File: config.mk
export PLATFORM = sky130hd
export DESIGN_NAME = offset_calibrator
export DESIGN_NICKNAME = d
export VERILOG_FILES = /design/src/rtl/dso_cal_pkg.sv /design/src/rtl/offset_clamp.sv /design/src/rtl/offset_calibrator.sv
export SDC_FILE = /design/constraint.sdc
export NUM_CORES = 1
export LEC_CHECK = 0
export ABC_AREA = 1
export CELL_PAD_IN_SITES_DETAIL_PLACEMENT = 1
export CELL_PAD_IN_SITES_GLOBAL_PLACEMENT = 1
export CORE_UTILIZATION = 49
export CTS_BUF_LIST = sky130_fd_sc_hd__clkbuf_8
export CTS_CLUSTER_DIAMETER = 200
export CTS_CLUSTER_SIZE = 25
export DETAILED_ROUTE_END_ITERATION = 16
export DONT_BUFFER_PORTS = 1
export PLACE_DENSITY = 0.89
export SLEW_MARGIN = 15
export SYNTH_ARGS = -nofsm -noshare
export SYNTH_HDL_FRONTEND = slang
export SYNTH_SLANG_ARGS = --single-unit
File: constraint.sdc
create_clock -name clk -period 2.3 [get_ports clk]
set_input_delay 0 -clock clk [delete_from_list [all_inputs] [get_ports clk]]
set_output_delay 0 -clock clk [all_outputs]
set_load 0.01 [all_outputs]
File: src/rtl/dso_cal_pkg.sv
// Shared types and constants for the DSO offset calibration path.
// Latency: none (declarations only); backpressure: not applicable.
package dso_cal_pkg;

    typedef enum logic [1:0] {
        IDLE    = 2'd0,
        SETTLE  = 2'd1,
        ACCUM   = 2'd2,
        COMPUTE = 2'd3
    } cal_state_t;

    localparam logic [7:0] MIDSCALE = 8'h80;

endpackage

File: src/rtl/offset_clamp.sv
// Rounds the accumulated sum to a mean, forms MIDSCALE - mean and clamps it to +/-MAX_OFF.
// Latency: combinational; backpressure: none.
module offset_clamp
    import dso_cal_pkg::*;
#(
    parameter int LOG2_N  = 8,
    parameter int MAX_OFF = 64
) (
    input  logic [8+LOG2_N-1:0] acc_i,
    output logic [7:0]          off_next_o,
    output logic                err_next_o
);

    localparam int AW = 8 + LOG2_N;
    localparam logic [AW:0] HALF = {{AW{1'b0}}, 1'b1} << (LOG2_N - 1);
    localparam logic signed [9:0] MAX_S = 10'(MAX_OFF);
    localparam logic signed [9:0] MIN_S = -MAX_S;

    logic [AW:0]          sum;
    logic                 sum_top_unused;
    logic [LOG2_N-1:0]    frac_unused;
    logic [7:0]           mean;
    logic signed [9:0]    ideal;

    // One extra bit keeps the rounding add from wrapping at full-scale input.
    assign sum = {1'b0, acc_i} + HALF;
    assign {sum_top_unused, mean, frac_unused} = sum;
    assign ideal = $signed({2'b00, MIDSCALE}) - $signed({2'b00, mean});

    always_comb begin
        off_next_o = ideal[7:0];
        err_next_o = 1'b0;
        if (ideal > MAX_S) begin
            off_next_o = MAX_S[7:0];
            err_next_o = 1'b1;
        end else if (ideal < MIN_S) begin
            off_next_o = MIN_S[7:0];
            err_next_o = 1'b1;
        end
    end

endmodule

File: src/rtl/offset_calibrator.sv
// Averages 2^LOG2_N grounded ADC samples and holds the offset that recentres them at midscale.
// Latency: cal_done one edge after the last sample is taken; backpressure: none, samples gated by smpl_vld.
module offset_calibrator
    import dso_cal_pkg::*;
#(
    parameter int LOG2_N       = 8,
    parameter int SETTLE_SMPLS = 4,
    parameter int MAX_OFF      = 64
) (
    input  logic       clk,
    input  logic       rst,
    input  logic       cal_start,
    input  logic       cal_abort,
    input  logic       smpl_vld,
    input  logic [7:0] raw,
    output logic [7:0] off,
    output logic       cal_busy,
    output logic       cal_done,
    output logic       cal_err
);

    localparam int AW = 8 + LOG2_N;
    localparam logic [7:0] SETTLE_LAST = (SETTLE_SMPLS == 0) ? 8'd0 : 8'(SETTLE_SMPLS - 1);
    localparam logic [LOG2_N-1:0] SMPL_LAST = '1;

    cal_state_t        state_q, state_d;
    logic [AW-1:0]     acc_q, acc_d;
    logic [7:0]        settle_cnt_q, settle_cnt_d;
    logic [LOG2_N-1:0] smpl_cnt_q, smpl_cnt_d;
    logic [7:0]        off_q, off_d;
    logic              busy_q, busy_d;
    logic              done_q, done_d;
    logic              err_q, err_d;

    logic [7:0]        clamp_off;
    logic              clamp_err;

    offset_clamp #(
        .LOG2_N  (LOG2_N),
        .MAX_OFF (MAX_OFF)
    ) u_clamp (
        .acc_i      (acc_q),
        .off_next_o (clamp_off),
        .err_next_o (clamp_err)
    );

    always_ff @(posedge clk or posedge rst) begin
        if (rst) begin
            state_q <= IDLE;
        end else begin
            state_q <= state_d;
        end
    end

    always_comb begin
        state_d = state_q;
        case (state_q)
            IDLE: begin
                if (cal_start && !cal_abort) begin
                    state_d = (SETTLE_SMPLS == 0) ? ACCUM : SETTLE;
                end
            end
            SETTLE: begin
                if (cal_abort) begin
                    state_d = IDLE;
                end else if (smpl_vld && settle_cnt_q == SETTLE_LAST) begin
                    state_d = ACCUM;
                end
            end
            ACCUM: begin
                if (cal_abort) begin
                    state_d = IDLE;
                end else if (smpl_vld && smpl_cnt_q == SMPL_LAST) begin
                    state_d = COMPUTE;
                end
            end
            COMPUTE: state_d = IDLE;
            default: state_d = IDLE;
        endcase
    end

    always_comb begin
        acc_d        = acc_q;
        settle_cnt_d = settle_cnt_q;
        smpl_cnt_d   = smpl_cnt_q;
        off_d        = off_q;
        err_d        = err_q;
        done_d       = 1'b0;
        busy_d       = (state_d != IDLE);
        case (state_q)
            IDLE: begin
                if (cal_start && !cal_abort) begin
                    acc_d        = '0;
                    settle_cnt_d = '0;
                    smpl_cnt_d   = '0;
                    err_d        = 1'b0;
                end
            end
            SETTLE: begin
                if (smpl_vld && !cal_abort) begin
                    settle_cnt_d = settle_cnt_q + 8'd1;
                end
            end
            ACCUM: begin
                if (smpl_vld && !cal_abort) begin
                    acc_d      = acc_q + AW'(raw);
                    smpl_cnt_d = smpl_cnt_q + LOG2_N'(1);
                end
            end
            COMPUTE: begin
                // An abort landing on the compute cycle still discards the result.
                if (!cal_abort) begin
                    off_d  = clamp_off;
                    err_d  = clamp_err;
                    done_d = 1'b1;
                end
            end
            default: ;
        endcase
    end

    always_ff @(posedge clk or posedge rst) begin
        if (rst) begin
            acc_q        <= '0;
            settle_cnt_q <= '0;
            smpl_cnt_q   <= '0;
            off_q        <= '0;
            err_q        <= 1'b0;
            done_q       <= 1'b0;
            busy_q       <= 1'b0;
        end else begin
            acc_q        <= acc_d;
            settle_cnt_q <= settle_cnt_d;
            smpl_cnt_q   <= smpl_cnt_d;
            off_q        <= off_d;
            err_q        <= err_d;
            done_q       <= done_d;
            busy_q       <= busy_d;
        end
    end

    assign off      = off_q;
    assign cal_busy = busy_q;
    assign cal_done = done_q;
    assign cal_err  = err_q;

endmodule
Word level (Yosys, flattened, before mapping)

Cells that the tools add are included.

$add $sub $neg: 5
Multipliers: 0
Divide/modulo/power cells: 0
Magnitude comparators: 2
Equality and inequality tests: 9
Shift operators: 0
Multiplexer cells: 23
Bitwise logic cells: 1
Reductions and logical operators: 14

Operator list:

| cell                    | number |
|---|---|
| $mux W8                 | 5 |
| $mux W16                | 2 |
| $pmux W16 S2            | 1 |
| $pmux W8 S2             | 2 |
| $add A16 B8 Y16         | 1 |
| $add A16 B8 Y16 const B | 1 |
| $add A8 B1 Y8 const B   | 2 |
| $gt A10 B8 Y1 const B   | 1 |
| $lt A10 B7 Y1 const B   | 1 |
| $mux W2                 | 5 |
| $reduce_and A3 Y1       | 3 |
| $sub A8 B8 Y9 const A   | 1 |
| $eq A8 B2 Y1 const B    | 1 |
| $eq A8 B8 Y1 const B    | 1 |
| $ne A2 B2 Y1 const B    | 4 |
| $pmux W2 S4             | 1 |
| $reduce_bool A2 Y1      | 4 |
| $mux W1                 | 6 |
| $eq A2 B2 Y1 const B    | 2 |
| $logic_and A1 B1 Y1     | 4 |
| $eq A2 B1 Y1 const B    | 1 |
| $logic_not A2 Y1        | 1 |
| $pmux W1 S2             | 1 |
| $reduce_and A2 Y1       | 1 |
| 2 further kinds         | 2 |

Register bits after elaboration: 45
Latch bits: 0
Memory bits (writable): 0
Memory bits (read-only): 0
Bits of input ports: 13
Logic and storage cells: 62
Memories kept: 0

Depth between registers and ports, before layout

Depth in word-level cells: 7
Gate-level depth with buffers: 17

Hierarchy

A second synthesis with hierarchy kept.

Cell total of the unflattened synthesis: 457
Area total of the unflattened synthesis: 3284.4 um^2

By module, submodules not included:

| module            | times used | cells each | area an instance (um^2) | sequential area each (um^2) |
|---|---|---|---|---|
| offset_calibrator | 1          | 346        | 2618.8                  | 1126.1 |
| offset_clamp      | 1          | 111        | 665.6                   | 0.0 |

Worst setup path after synthesis

No wires, ideal clock.

Path type: flip-flop to flip-flop
Start: register acc_q[8]
End: register err_q (netlist: cal_err)
Library setup time: 117 ps
Arrival time: 1841 ps
Data required time: 2183 ps
Slack: 342 ps
Cell stages (with the launch flop): 16
Period minus slack after synthesis: 1958 ps
Cell sequence: dfrtp_1 ha_1 inv_1 nand2_1 nand2_1 inv_1 ha_1 nand3_1 nor2_2 nand3_2 nand2_2 inv_2 nand2_4 nand3_2 nand2_1 nand2_1

Longest elaborated chain between the ends: 7
Elaborated cells on any way between the ends: 8
Classes of those cells: add/sub (2); order compare (2); mux (4)

RTL lines:

| element                  | RTL line                 | RTL |
|---|---|---|
| start: declaration       | offset_calibrator.sv:27  | `logic [AW-1:0] acc_q, acc_d;` |
| start signal: assignment | offset_calibrator.sv:124 | `acc_q <= '0;` |
| start signal: assignment | offset_calibrator.sv:132 | `acc_q <= acc_d;` |
| $add A16 B8 Y16 (*)      | offset_clamp.sv:26       | `assign sum = {1'b0, acc_i} + HALF;` |
| $sub A8 B8 Y9 (*)        | offset_clamp.sv:28       | `assign ideal = $signed({2'b00, MIDSCALE}) - $signed({2'b00, mean});` |
| $lt A10 B7 Y1            | offset_clamp.sv:36       | `end else if (ideal < MIN_S) begin` |
| $mux W1                  | offset_clamp.sv:36       |  |
| $mux W1 (*)              | offset_clamp.sv:33       | `if (ideal > MAX_S) begin` |
| $mux W1 (*)              | offset_calibrator.sv:112 | `if (!cal_abort) begin` |
| $pmux W1 S2 (*)          | offset_calibrator.sv:90  | `case (state_q)` |
| end signal: assignment   | offset_calibrator.sv:136 | `err_q <= err_d;` |
| end: declaration         | offset_calibrator.sv:33  | `logic err_q, err_d;` |

Mark *: on every way between the ends. The rest lies on a longest branch, timed or not. The select of a mux whose other input is x is not followed.
A chain may end at the register's enable or synchronous reset.

Worst setup path after layout

Start: register acc_q[7]
End: register err_q (netlist: cal_err)

Same word-level chain as after synthesis.

==> metrics.md <==
| Metric | Value |
|---|---|
| Result of the run | `finished, final reports clean` |
| DR vias/cell | `5.67` |
| Post-route standard cell area excluding fillers | `0.00319 mm2` |
| Cell area after synthesis | `0.00295 mm2` |
| Total power per unit cell area | `467 mW/mm2` |
| Number of ports placed on the die boundary | `24` |
| Antenna violations before repair | `0` |
| Die Width | `79.6 um` |
| Vias in the first global route | `2993` |
| Worst endpoint required time | `2.51 ns` |
| Initial standard-cell utilization of the core | `52.3%` |
| Post-synthesis cell type count | `39` |
| Fmax | `473 MHz` |
| Most area-consuming cells after synthesis | `dfrtp_1 (38%), nand2_1 (11%), inv_1 (6.0%)` |
| Total power consumption of the routed design | `1.49 mW` |
| Number of warning messages in the yosys log | `0` |
| Rel. slew slack | `47.3%` |
| Flop-to-flop setup slack | `0.19 ns` |
| Mux cell area share after synthesis | `0%` |
| Filler-free cell count of the finished design | `472` |
| Final critical-path share of the clock period | `91.9%` |
| Net count reported at finish | `426` |
| Fillers | `733` |
| Number of violations of the max-capacitance limit | `0` |
| Area of the die | `0.00634 mm2` |
| Drt drc | `0` |
| Number of rows in the core area | `27` |
| Gp weighted congestion | `0.830` |
| Number of buffers inserted by port buffering | `0` |
| Via count | `2675` |
| Final setup fails | `0` |
| Number of buffers added by the clock tree synthesis step | `5` |
| Synthesis-to-layout area growth | `8.18%` |
| Share of synthesized cell area in full adder, half adder and majority cells | `6.19%` |
| Gate Count Post-Synth | `385` |
| Worst Clk Skew | `0.0123 ns` |
| Source-to-sink clock delay at the later pin of the worst-skew pair | `0.31 ns` |
| DR iter-0 viols | `109` |
| Half-perimeter wire length of the detailed placement result | `5660 um` |
| Ratio of cells with drive above 1 in the final layout | `14.2%` |
| Number of nets with antenna violations after detailed routing | `0` |
| Critical path data arrival time | `2.32 ns` |
| Static leakage power | `1.62 nW` |
| Main combinational cell family by area after synthesis | `simple AND/OR/NAND/NOR gates` |
| Ant. Diodes | `0` |
| Resized cells post-CTS | `0` |
| Final period demand of the worst path | `2.11 ns` |
| Crit Path Max Fanout | `7` |
| Share of flip-flops with an asynchronous set or reset | `100%` |
| Number of sinks on the clock net | `45` |
| Most used flip-flop cell after synthesis | `dfrtp_1` |
| Setup repair after global routing missed its margin | `false` |
| Endpoint kind of the worst setup timing path | `flip-flop` |
| Clock Tree Root | `clkbuf_8` |
| Class of the most critical setup path | `flip-flop to flip-flop` |
| EDFF count, synth | `0` |
| Hold Path Class | `primary input to flip-flop` |
| Mean cell area of the mapped netlist | `7.66 um2` |
| Setup fix buffers added after clock tree synthesis | `0` |
| Final global-route overflow total | `0` |
| Area fraction in and, or, nand and nor cells after synthesis | `35.2%` |
| Max-slew violations | `0` |
| Synth top area share | `38.2%` |
| Maximum vdd drop | `316 uV` |
| Most common library cells after synthesis | `nand2_1 (90), inv_1 (47), dfrtp_1 (45)` |
| Total routing resource utilization after global routing | `28.9%` |
| Wire length of the first global-routing pass | `13900 um` |
| Transition time at the pin with the least slew margin | `0.785 ns` |
| Setup tns final | `0 ns` |
| Endpoints failing hold | `0` |
| Startpoint type of the worst setup path | `flip-flop` |
| Synthesized net count | `412` |
| Fraction of the mapped netlist area in compound gates | `11.0%` |
| Routed Wire Length | `8260 um` |
| Maximum buffer depth of the clock tree | `2` |
| Clock slew at the register clock pins of the worst setup and hold paths | `0.10 ns` |
| CTS H-tree lvls | `2` |
| DR WL/cell | `17.5 um` |
| Drt pass-1 iters | `4` |
| Total instance count after detailed placement | `460` |
| Sequential area share after synthesis | `38.2%` |
| Pin count of the biggest net entering global routing | `25` |
| Flop and latch count out of synthesis | `45` |
| Die extent in y | `79.6 um` |
| Library cell with the largest summed area after synthesis | `dfrtp_1` |
| Most common cell in the synthesized netlist | `nand2_1` |
| Dpl cell area | `0.00306 mm2` |
| Area of the placeable core | `0.00564 mm2` |
| Xor and xnor area share after synthesis | `1.15%` |
| Core occupancy in the finished layout | `56.6%` |
| Clock tree from TritonCTS | `yes` |
-- layout by cell type, fill, tap and decap left out, drive strengths merged --
master,netlist,layout
nand2,103,103
inv,54,53
dfrtp,45,45
nor2,41,41
nand3,33,33
o21ai,25,25
a21oi,24,24
ha,13,13
nor3,12,12
nand4,11,11
buf,3,7
clkbuf,1,6
dlygate4sd3,0,4
clkinv,1,4
a22o,2,2
a32o,2,2
or2,2,2
nor3b,2,2
xor2,2,2
nor4,2,2
o221ai,1,1
o21bai,1,1
xnor2,1,1
o211ai,1,1
and3,1,1
o211a,1,1
fa,1,1
-- layer usage --
layer	global-route usage [%]	up-vias	share of wire, %	wire [um]
li1	-	1296	-	-
met1	32.8	1305	42	3470
met2	52.9	47	53	4350
met3	5.71	27	2.5	205
met4	10.5	0	2.9	241
met5	0	-	0	0
-- where the power goes --
part | switching [mW] | internal, mW | leakage, nW
clock | 0.300 | 0.245 | 0.0512
sequential | 0.0174 | 0.805 | 0.620
combinational | 0.0848 | 0.0373 | 0.951
total | 0.402 | 1.09 | 1.62
-- critical path: stages (launching register included) --
cell and delay, ns:
dfrtp_1 0.39, ha_1 0.23, inv_1 0.13, nand2_1 0.06
nand2_1 0.10, inv_1 0.07, ha_1 0.24, nand3_1 0.12
nand2_1 0.07, nor2_1 0.10, nand2_1 0.08, nor2_2 0.10
nand2_2 0.07, nand3_4 0.10, nand3_2 0.07, nand2_1 0.07
nand2_1 0.05
-- final timing paths --
kind,start,end,cells after the start
setup / recovery,acc_q[7],cal_err,16
hold / removal,cal_abort,smpl_cnt_q[3],2
setup reg to reg,acc_q[7],cal_err,16
hold reg to reg,settle_cnt_q[6],settle_cnt_q[6],1
max in group asynchronous,rst,acc_q[11],3
min in group asynchronous,rst,cal_done,2
-- sequential cells by signal (all words and copies together), names as in the netlist --
| signal | flops |
|---|---|
| acc_q | 16 |
| cal_busy | 1 |
| cal_done | 1 |
| cal_err | 1 |
| off | 8 |
| settle_cnt_q | 8 |
| smpl_cnt_q | 8 |
| state_q | 2 |
-- cells by family after synthesis --
kind of cell    after synthesis
xor+xnor                      3
fa+ha+maj                    14
buf+inv                      59
flops                        45
compound gates               57
simple gates                207
-- metrics by stage --
step           hold slack (ns)  setup WS [ns]
6_report                0.0222          0.187
5_1_grt                 0.0121       0.000851
4_1_cts                0.00978          0.157
3_5_place_dp           -0.0324          0.181
3_3_place_gp           -0.0371          0.308
2_1_floorplan           0.0990          0.342
-- repair_timing --
item	4_1_cts	5_1_grt
hold buffers	4	0
endpoints found under the setup margin	0	0
endpoints found under the hold margin	27	0
-- layout make-up --
cell class	count	area (um2)	share of cell area (%)
flip-flops and latches	45	1130	35.3
clock buffers	6	82.6	2.59
inverters	55	209	6.55
repair buffers	11	92.6	2.90
multi-input cells	281	1580	49.4
well taps	72	90.1	2.82
clock inverters	2	13.8	0.431
Power figures use the tool's default switching activity.
